==> config.mk <==
export PLATFORM = sky130hd
export DESIGN_NAME = io_port_responder_flat
export DESIGN_NICKNAME = d
export VERILOG_FILES = /design/src/rtl/io_port_pkg.sv /design/src/rtl/io_port_responder_if.sv /design/src/rtl/io_fifo.sv /design/src/rtl/io_port_responder.sv /design/src/flat_wrapper.sv
export SDC_FILE = /design/constraint.sdc
export NUM_CORES = 1
export LEC_CHECK = 0
export ABC_AREA = 1
export CAP_MARGIN = 20
export CORE_ASPECT_RATIO = 0.9
export CORE_MARGIN = 10
export CORE_UTILIZATION = 45
export CTS_CLUSTER_DIAMETER = 120
export DETAILED_ROUTE_END_ITERATION = 8
export MAX_ROUTING_LAYER = met4
export PLACE_DENSITY = 0.66
export SLEW_MARGIN = 20
export SYNTH_ARGS = -nofsm -noshare
export SYNTH_HDL_FRONTEND = slang
export SYNTH_HIERARCHICAL = 1
export SYNTH_SLANG_ARGS = --single-unit
==> constraint.sdc <==
create_clock -name clk -period 4.87 [get_ports clk]
set_input_delay 0.974 -clock clk [delete_from_list [all_inputs] [get_ports clk]]
set_output_delay 0.974 -clock clk [all_outputs]
set_load 0.05 [all_outputs]
==> src/rtl/io_port_pkg.sv <==
// Shared definitions for the CPU I/O port responder: port map, STATUS bit
// positions and the bus word type.
package io_port_pkg;

  typedef logic [15:0] word_t;

  localparam word_t P_STATUS   = 16'h0000;
  localparam word_t P_GPIO_OUT = 16'h0001;
  localparam word_t P_GPIO_IN  = 16'h0002;
  localparam word_t P_TX       = 16'h0003;
  localparam word_t P_RX       = 16'h0004;
  localparam word_t P_TIMER    = 16'h0005;

  localparam int unsigned ST_TX_EMPTY  = 0;
  localparam int unsigned ST_TX_FULL   = 1;
  localparam int unsigned ST_RX_AVAIL  = 2;
  localparam int unsigned ST_TX_OVF    = 3;
  localparam int unsigned ST_RX_CNT_LO = 4;
  localparam int unsigned ST_TX_CNT_LO = 8;

endpackage

==> src/rtl/io_port_responder_if.sv <==
// CPU-side I/O bus: port address, write data, write strobe and read data.
interface io_port_responder_if;
  import io_port_pkg::*;

  word_t base;
  word_t data;
  logic  flag;
  word_t cpu_in;

  modport master (output base, output data, output flag, input cpu_in);
  modport slave  (input base, input data, input flag, output cpu_in);
endinterface

==> src/rtl/io_fifo.sv <==
// Synchronous FIFO; DEPTH must be a power of two so pointers wrap naturally.
// A push while full is accepted only when a pop happens in the same cycle.
module io_fifo #(
  parameter int unsigned WIDTH = 16,
  parameter int unsigned DEPTH = 8
) (
  input  logic                   clk,
  input  logic                   reset,
  input  logic                   push,
  input  logic [WIDTH-1:0]       push_data,
  input  logic                   pop,
  output logic                   full,
  output logic                   empty,
  output logic [$clog2(DEPTH):0] count,
  output logic [WIDTH-1:0]       head
);
  localparam int unsigned AW = $clog2(DEPTH);
  localparam logic [AW:0] FULL_CNT = (AW+1)'(DEPTH);

  logic [WIDTH-1:0] mem [DEPTH];
  logic [AW-1:0]    wr_ptr;
  logic [AW-1:0]    rd_ptr;
  logic             push_ok;
  logic             pop_ok;

  assign full    = (count == FULL_CNT);
  assign empty   = (count == '0);
  assign head    = mem[rd_ptr];
  assign pop_ok  = pop && !empty;
  assign push_ok = push && (!full || pop_ok);

  // Storage write; contents are don't-care once pointers are reset.
  always_ff @(posedge clk) begin
    if (push_ok) mem[wr_ptr] <= push_data;
  end

  // Pointer and occupancy bookkeeping.
  always_ff @(posedge clk) begin
    if (reset) begin
      wr_ptr <= '0;
      rd_ptr <= '0;
      count  <= '0;
    end else begin
      if (push_ok) wr_ptr <= wr_ptr + 1'b1;
      if (pop_ok)  rd_ptr <= rd_ptr + 1'b1;
      case ({push_ok, pop_ok})
        2'b10:   count <= count + 1'b1;
        2'b01:   count <= count - 1'b1;
        default: count <= count;
      endcase
    end
  end
endmodule

==> src/rtl/io_port_responder.sv <==
// Device-end responder for the CPU I/O bus: GPIO latch, synchronised GPIO
// input, TX FIFO to a sink and RX FIFO from a source. Read data is registered
// (one cycle latency). Optional macro IO_TIMER_EN adds a free-running timer
// at port 0x0005.
module io_port_responder
  import io_port_pkg::*;
#(
  parameter int unsigned TX_DEPTH = 8,
  parameter int unsigned RX_DEPTH = 4
) (
  input  logic                      clk,
  input  logic                      reset,
  io_port_responder_if.slave        bus,
  output word_t                     gpio_out,
  input  word_t                     gpio_in,
  output word_t                     tx_data,
  output logic                      tx_valid,
  input  logic                      tx_ready,
  input  word_t                     rx_data,
  input  logic                      rx_valid,
  output logic                      rx_ready
);
  logic [$clog2(TX_DEPTH):0] tx_count;
  logic [$clog2(RX_DEPTH):0] rx_count;
  logic  tx_full, tx_empty, tx_pop;
  logic  rx_full, rx_empty, rx_push;
  word_t rx_head;
  logic  wr_status, wr_gpio, wr_tx, wr_rx;
  logic  tx_overflow;
  word_t sync1, sync2;
  word_t cpu_in_q;
  word_t rd_word;

  assign wr_status = bus.flag && (bus.base == P_STATUS);
  assign wr_gpio   = bus.flag && (bus.base == P_GPIO_OUT);
  assign wr_tx     = bus.flag && (bus.base == P_TX);
  assign wr_rx     = bus.flag && (bus.base == P_RX);

  assign tx_valid = !tx_empty && !reset;
  assign tx_pop   = tx_valid && tx_ready;
  assign rx_ready = !rx_full && !reset;
  assign rx_push  = rx_valid && rx_ready;

  assign bus.cpu_in = cpu_in_q;

  io_fifo #(.WIDTH(16), .DEPTH(TX_DEPTH)) u_tx_fifo (
    .clk(clk), .reset(reset), .push(wr_tx), .push_data(bus.data), .pop(tx_pop),
    .full(tx_full), .empty(tx_empty), .count(tx_count), .head(tx_data)
  );

  io_fifo #(.WIDTH(16), .DEPTH(RX_DEPTH)) u_rx_fifo (
    .clk(clk), .reset(reset), .push(rx_push), .push_data(rx_data), .pop(wr_rx),
    .full(rx_full), .empty(rx_empty), .count(rx_count), .head(rx_head)
  );

`ifdef IO_TIMER_EN
  word_t timer;
  logic  wr_timer;
  assign wr_timer = bus.flag && (bus.base == P_TIMER);

  // Free-running counter; a write reloads it and counting resumes from there.
  always_ff @(posedge clk) begin
    if (reset)         timer <= '0;
    else if (wr_timer) timer <= bus.data;
    else               timer <= timer + 16'd1;
  end
`endif

  // Read decode of the currently addressed port.
  always_comb begin
    rd_word = '0;
    case (bus.base)
      P_STATUS: begin
        rd_word[ST_TX_EMPTY]           = tx_empty;
        rd_word[ST_TX_FULL]            = tx_full;
        rd_word[ST_RX_AVAIL]           = !rx_empty;
        rd_word[ST_TX_OVF]             = tx_overflow;
        rd_word[ST_RX_CNT_LO +: 4]     = 4'(rx_count);
        rd_word[ST_TX_CNT_LO +: 4]     = 4'(tx_count);
      end
      P_GPIO_OUT: rd_word = gpio_out;
      P_GPIO_IN:  rd_word = sync2;
      P_TX:       rd_word = 16'(tx_count);
      P_RX:       rd_word = rx_empty ? '0 : rx_head;
`ifdef IO_TIMER_EN
      P_TIMER:    rd_word = timer;
`endif
      default:    rd_word = '0;
    endcase
  end

  // Registered read data, GPIO latch, input synchroniser and sticky overflow.
  always_ff @(posedge clk) begin
    if (reset) begin
      cpu_in_q    <= '0;
      gpio_out    <= '0;
      sync1       <= '0;
      sync2       <= '0;
      tx_overflow <= 1'b0;
    end else begin
      cpu_in_q <= rd_word;
      sync1    <= gpio_in;
      sync2    <= sync1;
      if (wr_gpio) gpio_out <= bus.data;
      // Set wins over a same-cycle clear.
      if (wr_tx && tx_full && !tx_pop)   tx_overflow <= 1'b1;
      else if (wr_status && bus.data[0]) tx_overflow <= 1'b0;
    end
  end
endmodule

==> src/flat_wrapper.sv <==
// flat-port wrapper written by rule: the top's interface ports become plain ports
module io_port_responder_flat import io_port_pkg::*;
#(
  parameter int unsigned TX_DEPTH = 8,
  parameter int unsigned RX_DEPTH = 4
)
  (clk, reset, gpio_out, gpio_in, tx_data, tx_valid, tx_ready, rx_data, rx_valid, rx_ready, bus_base, bus_data, bus_flag, bus_cpu_in);
  io_port_responder_if bus_i ();
  input  logic clk;
  input  logic reset;
  output word_t gpio_out;
  input  word_t gpio_in;
  output word_t tx_data;
  output logic tx_valid;
  input  logic tx_ready;
  input  word_t rx_data;
  input  logic rx_valid;
  output logic rx_ready;
  input wire logic [$bits(bus_i.base)-1:0] bus_base;
  input wire logic [$bits(bus_i.data)-1:0] bus_data;
  input wire logic [$bits(bus_i.flag)-1:0] bus_flag;
  output wire logic [$bits(bus_i.cpu_in)-1:0] bus_cpu_in;
  assign bus_i.base = bus_base;
  assign bus_i.data = bus_data;
  assign bus_i.flag = bus_flag;
  assign bus_cpu_in = bus_i.cpu_in;
  io_port_responder #(.TX_DEPTH(TX_DEPTH), .RX_DEPTH(RX_DEPTH)) u_core (.clk(clk), .reset(reset), .bus(bus_i), .gpio_out(gpio_out), .gpio_in(gpio_in), .tx_data(tx_data), .tx_valid(tx_valid), .tx_ready(tx_ready), .rx_data(rx_data), .rx_valid(rx_valid), .rx_ready(rx_ready));
endmodule
# Word-level counts from Yosys, hierarchy flattened
# Memories as Yosys holds them, arrays and structs flattened. A register that Yosys moved wholly into a read port is not among the register bits.
# Cells that the tools add are included.
# op_classes
addsub	8
reduce_logical	29
n_mux	15
eq_ne	10
# ops
cell	count
12-bit one-hot mux with 5 select lines	1
16-bit by 2-bit == test with 1-bit output (second input constant)	2
16-bit by 1-bit == test with 1-bit output (second input constant)	1
16-bit by 3-bit == test with 1-bit output (second input constant)	1
16-bit zero test	1
16-bit two-way mux	1
1-bit logical AND	15
4-bit one-hot mux with 3 select lines	1
3-bit by 1-bit adder with 3-bit output (second input constant)	3
4-bit one-hot mux with 2 select lines	1
1-bit zero test	6
1-bit two-way mux	6
3-bit two-way mux	2
3-bit one-hot mux with 2 select lines	1
2-bit nonzero test	3
2-bit by 1-bit adder with 2-bit output (second input constant)	2
4-bit by 1-bit adder with 4-bit output (second input constant)	1
2-bit by 1-bit == test with 1-bit output (second input constant)	2
2-bit == test (second input constant)	2
4-bit == test (second input constant)	1
4-bit zero test	1
2-bit two-way mux	2
4-bit by 1-bit subtractor with 4-bit output (second input constant)	1
3-bit == test (second input constant)	1
other kinds (3)	4
# word_totals
ff_bits	82
ram_bits	192
in_bits	69
out_inout_bits	50
memories	2
# mem_list
name	depth	word_bits	read_ports	rd_clocked_by_memory_dff	wr	line_no	rtl
u_core.u_tx_fifo.mem	8	16	1	1	1	io_fifo.sv:20	logic [WIDTH-1:0] mem [DEPTH];
u_core.u_rx_fifo.mem	4	16	1	1	1	io_fifo.sv:20	

# Logic depth before layout (Yosys ltp)
# Gate-level depths: netlist of run 1.
# depth
depth_word	9
depth_mapped	18
ltp_nobuf	17

# By module
# Netlist of run 1, hierarchy kept.
# by_module_without_submodules
module	area_each_um2	seq_area_each_um2	cells_per_inst	instances
io_fifo (u_core.u_tx_fifo)	5665.4	4103.9	423	1
io_fifo (u_core.u_rx_fifo)	2856.5	2102.0	228	1
io_port_responder	2651.3	1301.2	375	1

# Worst setup path after synthesis of run 1
# Ideal clock, no wire load.
# synth_path
path_type	input to register
start	input port reset
end	memory u_core.u_tx_fifo.mem[0][0], enable pin
stages	9
path_slack_ps	1438
arrival_time_ps	3044
n_path_buf	0
setup_time_ps	388
cell_sequence	nor2_1 -> nand2_1 -> inv_1 -> inv_1 -> nand4_1 -> nand2_1 -> inv_1 -> nand2_1 -> nor2_1
# synth_via
elab_chain_len	8
# synth_lines
item	line_no	rtl
start: declaration	flat_wrapper.sv:10	input logic reset;
1-bit zero test	io_port_responder.sv:39	assign tx_valid = !tx_empty && !reset;
1-bit logical AND	io_port_responder.sv:39	
1-bit logical AND	io_port_responder.sv:40	assign tx_pop = tx_valid && tx_ready;
via u_core.tx_pop	io_port_responder.sv:25	logic tx_full, tx_empty, tx_pop;
1-bit logical AND	io_fifo.sv:29	assign pop_ok = pop && !empty;
1-bit logical OR	io_fifo.sv:30	assign push_ok = push && (!full || pop_ok);
1-bit logical AND	io_fifo.sv:30	
1-bit two-way mux	io_fifo.sv:34	if (push_ok) mem[wr_ptr] <= push_data;
1-bit two-way mux (not written as such)	io_fifo.sv:34	
end: declaration	io_fifo.sv:20	
# The timed path passes the listed nets, and every way through them passes these cells.

==> impl_results.md, run 1 <==
* Unrepaired setup endpoints after global routing: no
* Crit Path Max Fanout at 32
* P&R area growth vs syn at 20.8%
* Hold Crit Class: reg2reg
* # setup viols final at 0
* CP Launch Type: flop
* Mapped Cells at 1026
* DRT iter0 DRCs at 652
* CTS resizes at 0
* Sequential fraction of the synthesis area at 67.2%
* Final period utilization at 81.8%
* First-pass GRT wire length at 40500 um
* Crit path buf inv count at 2
* Synth area leader: edfxtp_1
* Worst-path clk slew at 0.07 ns
* Worst Reg-to-Reg Cells at 13
* Power density cells at 348 mW/mm^2
* Post-route DRC at 0
* #FFs+latches synth at 279
* Layout Skew at 0.0187 ns
* Worst-skew pair later-pin latency at 0.54 ns
* Hold Path Stages at 2
* H-tree Lvls at 1
* Top cells by count, synth: 200 x nor2_1, 192 x edfxtp_1, 129 x nand2_1
* CP Class: reg2out
* Via Count at 7580
* Die area at 0.0315 sq mm
* Syn nets at 1106
* Max clock buf depth at 3
* Number of routed nets with antenna violations at 0
* HPWL Detailed at 17900 um
* Initial antenna violation count at 0
* Post-Syn Area at 0.0112 sq mm
* Main flop type after synthesis: edfxtp_1
* Grt total ovfl at 0
* Drt total wl at 26300 um
* Top cell type's share of synthesized area at 51.6%
* Buffers inserted by post-CTS timing repair at 0
* Gr usage total at 16.9%
* Largest net degree at the start of global routing at 65
* Final-stage net count at 1234
* Number of synthesized flops with an enable pin at 192
* Async S/R FF share, synth at 0%
* CTS Root Cell: clkbuf_16
* Avg Vias per Cell at 5.11
* Final worst path period need at 3.98 ns
* Die Ht at 169 um
* Most common cell in the netlist: nor2_1
* Worst rel slew slack at 43.1%
* Hold Vio Cnt, Final at 0
* Worst IR Drop VDD at 0.363 mV
* CP top delay family: buffers and inverters
* Status: completed
* Port-buffer cells at 118
* Vias in the first global route at 7338
* GPL Wtd Cong at 0.881
* Finished Cell Area at 0.0135 sq mm
* CP endpoint kind: output pin
* Num CTS Buffers at 27
* Floorplan row count at 54
* Sink Count at 279
* Fill cell count at 2066
* Leakage power at 5.01 nW
* Initial core utilization at 45.9%
* CTS tree: done
* Die extent in x at 186 um
* Synth cell types at 31
* FMAX at 251 MHz
* Critical Path, Cell by Cell: inv_2 > nor2_1 > o22ai_1 > nand2_1 > nand2_1 > clkdlybuf4s50_1
* Most frequent cell on the critical path: nand2_1
* Max-slew violations at 0
* CTS Hold Buffers Added at 0
* Placed Area at 0.0127 sq mm
* Max Cap Viol at 0
* FF-to-FF setup slack at 2.36 ns
* WP depth at 6
* Pre-antenna DRT Iters at 7
* Worst-Margin Slew at 0.851 ns
* Num ports at 119
* Max incr delay on CP at 0.75 ns
* Antenna Cells at 0
* Setup tns final at 0 ns
* Avg WL per Cell at 17.7 um
* Synth Warn # at 6
* Synth area leaders: edfxtp_1 52%, dfxtp_1 16%, nor2_1 6.7%
* Slowest cell on crit path: dfxtp_2
* Worst EP arrival at 3.01 ns
* Core area at 0.0243 sq mm
* Synthesized area per cell at 10.9 sq um
* CP required at 3.90 ns
* Share of cells above drive strength 1 at 7.66%
## placed cells by master (no fill, tap or decap)
| cell type | synthesis | layout |
|---|---|---|
| nor2_4 | 4 | 4 |
| ha_1 | 9 | 9 |
| a21oi_1 | 18 | 18 |
| mux2i_1 | 32 | 32 |
| edfxtp_1 | 192 | 192 |
| dfxtp_1 | 87 | 86 |
| buf_2 | 16 | 1 |
| nor2_8 | 1 | 1 |
| o21ai_0 | 43 | 43 |
| inv_1 | 84 | 84 |
| buf_12 | 0 | 1 |
| clkinv_2 | 0 | 6 |
| fa_1 | 2 | 2 |
| clkinvlp_4 | 0 | 1 |
| nor3b_1 | 1 | 1 |
| a21oi_2 | 1 | 1 |
| buf_4 | 8 | 23 |
| o22ai_1 | 48 | 48 |
| clkbuf_16 | 0 | 27 |
| clkdlybuf4s50_1 | 0 | 117 |
| nand2_2 | 6 | 6 |
| clkinv_1 | 0 | 7 |
| inv_2 | 8 | 8 |
| nor3_1 | 1 | 1 |
| nand2_1 | 129 | 129 |
| nand4_1 | 1 | 1 |
| bufinv_16 | 0 | 2 |
| nor2_1 | 200 | 200 |
| inv_6 | 0 | 2 |
| dfxtp_2 | 0 | 1 |
| nand3_2 | 3 | 3 |
| o21bai_1 | 1 | 1 |
| o21ai_1 | 44 | 44 |
| nor2_2 | 3 | 3 |
| clkbuf_1 | 10 | 5 |
| nand3_1 | 64 | 64 |
| xor2_1 | 1 | 1 |
## per-stage QoR
step / total power, mW / setup slack (ns) / hold WS, ns / utilization, % / cells
final: 4.69 / 0.887 / 0.396 / 55.5 / 1483
after global placement: 2.77 / 1.27 / 0.389 / 52.0 / 1433
after global routing: 4.84 / 0.673 / 0.411 / 55.5 / 1483
after CTS: 4.73 / 0.831 / 0.399 / 55.5 / 1483
after floorplan: 2.67 / 1.44 / 0.388 / - / 1026
after detailed placement: 2.77 / 1.19 / 0.394 / 52.0 / 1433
## layout make-up
class / count / area, sq um / area share (%)
Inverter: 92 / 345 / 2.56
Clock inverter: 18 / 141 / 1.05
Tap cell: 308 / 385 / 2.86
Timing Repair Buffer: 142 / 1370 / 10.1
Multi-Input combinational cell: 612 / 3050 / 22.6
Sequential cell: 279 / 7510 / 55.6
Clock buffer: 32 / 694 / 5.15
## worst min-delay path, cell delays in order, from the launching register on
cell and delay (ns):
dfxtp_1 0.29, inv_1 0.04, nor2_1 0.03
## report_power, final
group          internal (mW)  total, mW  leakage (nW)  switching [mW]
sequential              2.56       2.57          2.44         0.00932
combinational         0.0682      0.155          2.16          0.0870
clock                   1.12       1.97         0.411           0.846
## layer usage
layer,GRT usage (%),vias to the layer above,share of wire (%)
met5,-,-,0
met4,3.89,0,1.9
met3,4.09,36,7.3
met2,25.1,228,45
met1,23.0,3567,46
li1,-,3749,-
## final timing paths
path	startpoint	endpoint
worst max-delay path	flop	tx_data[14]
worst min-delay path	u_core/sync1[2]	u_core/sync2[2]
worst max register to register	u_core/u_tx_fifo/count[0]	u_core/u_tx_fifo/mem[7][1]
worst min register to register	u_core/sync1[2]	u_core/sync2[2]
## state kept, by name, summed over array words and instances (netlist names), 3 cells and up, named ones only
register,flops
u_core/bus.cpu_in,16
u_core/gpio_out,16
u_core/sync1,16
u_core/sync2,16
u_core/u_rx_fifo/count,3
u_core/u_rx_fifo/mem,64
u_core/u_tx_fifo/count,4
u_core/u_tx_fifo/mem,128
u_core/u_tx_fifo/rd_ptr,3
u_core/u_tx_fifo/wr_ptr,3
## logic make-up after synthesis
logic type / after synthesis / synth area share [%]
simple gates: 413 / 15.4
flops: 279 / 67.2
compound gates: 155 / 7.54
buf+inv: 135 / 5.52
mux: 32 / 2.87
fa+ha+maj: 11 / 1.37
xor+xnor: 1 / 0.0784
Note: power is estimated with default switching activity, not from simulation.
==> run 2, diff against run 1 <==
- PLACE_DENSITY: 0.66 -> 0.68
- clock period: 4.87 -> 3.4 ns (I/O delays scaled with it)
==> impl_results.md, run 2 (synthesis results as in run 1) <==
* Avg Vias per Cell at 5.11 (about the same)
* Commonest non-fill, non-tap cell in the layout: nor2_1 (unchanged)
* Worst setup margin at 0.428 ns (was 0.887 ns)
* Worst-skew pair later-pin latency at 0.53 ns (was 0.54 ns)
* Status: completed (unchanged)
* Antenna Cells at 0 (unchanged)
* Leakage power at 5.15 nW (was 5.01 nW)
* Worst EP arrival at 2.29 ns (was 3.01 ns)
* Floorplan row count at 54 (unchanged)
* CP endpoint kind: output pin (unchanged)
* Crit Path Max Fanout at 7 (was 32)
* Number of flip-flops in the largest register at 128 (unchanged)
* Via Count at 7617 (was 7580)
* Max Cap Viol at 0 (unchanged)
* GPL Wtd Cong at 0.865 (was 0.881)
* Grt total ovfl at 0 (unchanged)
* Avg WL per Cell at 17.2 um (was 17.7 um)
* Worst-path clk slew at 0.06 ns (was 0.07 ns)
* First-pass GRT wire length at 40000 um (was 40500 um)
* DP Worst Slack at 0.198 ns (was 1.19 ns)
* Critical Path End: tx_valid (was tx_data[14])
* Largest net degree at the start of global routing at 65 (unchanged)
* CTS Hold Buffers Added at 0 (unchanged)
* Drt total wl at 25700 um (was 26300 um)
* FMAX at 337 MHz
* Initial core utilization at 45.9% (unchanged)
* Worst-Margin Slew at 0.664 ns (was 0.851 ns)
* CP Launch Type: flop (unchanged)
* FF-to-FF End: u_core/u_tx_fifo/mem[2][13] (was u_core/u_tx_fifo/mem[7][1])
* Worst rel slew slack at 55.7% (was 43.1%)
* Max-slew violations at 0 (unchanged)
* Final-stage net count at 1242 (was 1234)
* Worst Reg-to-Reg Cells at 13 (unchanged)
* Num ports at 119 (unchanged)
* Share of cells above drive strength 1 at 9.71% (was 7.66%)
* Initial antenna violation count at 0 (unchanged)
* CP Class: reg2out (unchanged)
* Final period utilization at 87.4%
* Hold path start: u_core/sync1[7] (was u_core/sync1[2])
* Max clock buf depth at 3 (unchanged)
* Die Ht at 169 um (unchanged)
* Final worst path period need at 2.97 ns
* CP Launch Point: u_core/u_tx_fifo/count[3]
* CTS resizes at 0 (unchanged)
* Layout Skew at 0.00994 ns (was 0.0187 ns)
* Unrepaired setup endpoints after global routing: no (unchanged)
* Power density cells at 494 mW/mm^2 (was 348 mW/mm^2)
* Worst IR Drop VDD at 0.322 mV (was 0.363 mV)
* Setup tns final at 0 ns (unchanged)
* CP required at 2.72 ns (was 3.90 ns)
* Buffers inserted by post-CTS timing repair at 0 (unchanged)
* Gr usage total at 16.5% (was 16.9%)
* CTS Root Cell: clkbuf_16 (unchanged)
* Hold Vio Cnt, Final at 0 (unchanged)
* Core area at 0.0243 sq mm (unchanged)
* HPWL Detailed at 17700 um (was 17900 um)
* Vias in the first global route at 7346 (was 7338)
* Die extent in x at 186 um (unchanged)
* WHS at 0.402 ns (was 0.396 ns)
* P&R area growth vs syn at 23.2% (was 20.8%)
* Register with the most flip-flops: u_core/u_tx_fifo/mem (unchanged)
* Post-route DRC at 0 (unchanged)
* Top flop regs: u_core/u_tx_fifo/mem x128, u_core/u_rx_fifo/mem x64 (unchanged)
* # setup viols final at 0 (unchanged)
* Num CTS Buffers at 28 (was 27)
* CTS tree: done (unchanged)
* Area of the multi-input gates at 0.00305 sq mm (unchanged)
* DRT iter0 DRCs at 546 (was 652)
* Hold Crit Class: reg2reg (unchanged)
* Sink Count at 279 (unchanged)
* FF-to-FF setup slack at 1.06 ns (was 2.36 ns)
* Port-buffer cells at 118 (unchanged)
* Pre-antenna DRT Iters at 6 (was 7)
* H-tree Lvls at 1 (unchanged)
* Fill cell count at 2036 (was 2066)
* Number of routed nets with antenna violations at 0 (unchanged)
* RR Startpoint: u_core/u_tx_fifo/count[3] (was u_core/u_tx_fifo/count[0])
* Register area at 0.00751 sq mm (unchanged)
* Most frequent cells in the layout: 200 x nor2_1, 192 x edfxtp_1, 129 x nand2_1 (unchanged)
* Die area at 0.0315 sq mm (unchanged)
[run 2: cell count changes in the layout (fill, tap and decap cells not counted), sizes merged]
cell           delta
clkinv           -12
clkbuf           +15
buf              +23
inv               +1
clkdlybuf4s50    -16
bufinv            -2
[run 2: final cells by class]
cell class | instances | area share (%)
clock buffers | 47 | 6.07
repair buffers | 149 | 11.7
multi-input cells | 612 | 22.1
inverters | 92 | 2.51
well taps | 308 | 2.80
flip-flops and latches | 279 | 54.5
clock inverters | 5 | 0.282
[run 2: report_power, final]
| group | internal [mW] | switching, mW |
|---|---|---|
| Clock | 1.68 | 1.22 |
| Combinational | 0.102 | 0.121 |
| Sequential | 3.66 | 0.0129 |
| Total | 5.44 | 1.36 |
[run 2: how the worst min path moves through the flow]
stage                  endpoint  slack (ns)  cells past startpoint
3_3_place_gp   u_core/sync2[13]        0.39                      2
5_1_grt         u_core/sync2[8]        0.42                      2
6_report        u_core/sync2[7]        0.40                      2
3_5_place_dp    u_core/sync2[7]        0.39                      2
2_1_floorplan   u_core/sync2[0]        0.39                      2
4_1_cts         u_core/sync2[7]        0.40                      2
[run 2: stage by stage]
step / utilization [%] / cell area (sq um) / cells / power, mW
floorplan: - / 11200 / 1026 / 3.83
CTS: 56.6 / 13800 / 1492 / 6.86
global placement: 53.0 / 12900 / 1440 / 3.97
detailed placement: 53.0 / 12900 / 1440 / 3.97
finish: 56.6 / 13800 / 1492 / 6.80
global route: 56.6 / 13800 / 1492 / 7.02
[run 2: critical path, cell delays in order, from the launching register on]
cell and delay, ns:
dfxtp_1 0.48, nor2_1 0.10, nand2_2 0.11, inv_1 0.07, nor2_1 0.14, clkdlybuf4s50_1 0.86
[run 2: metal layers]
layer	global-route usage, %	wire, um
met5	-	0
met4	3.68	412
met3	4.07	1980
met2	25.1	11800
met1	22.1	11500
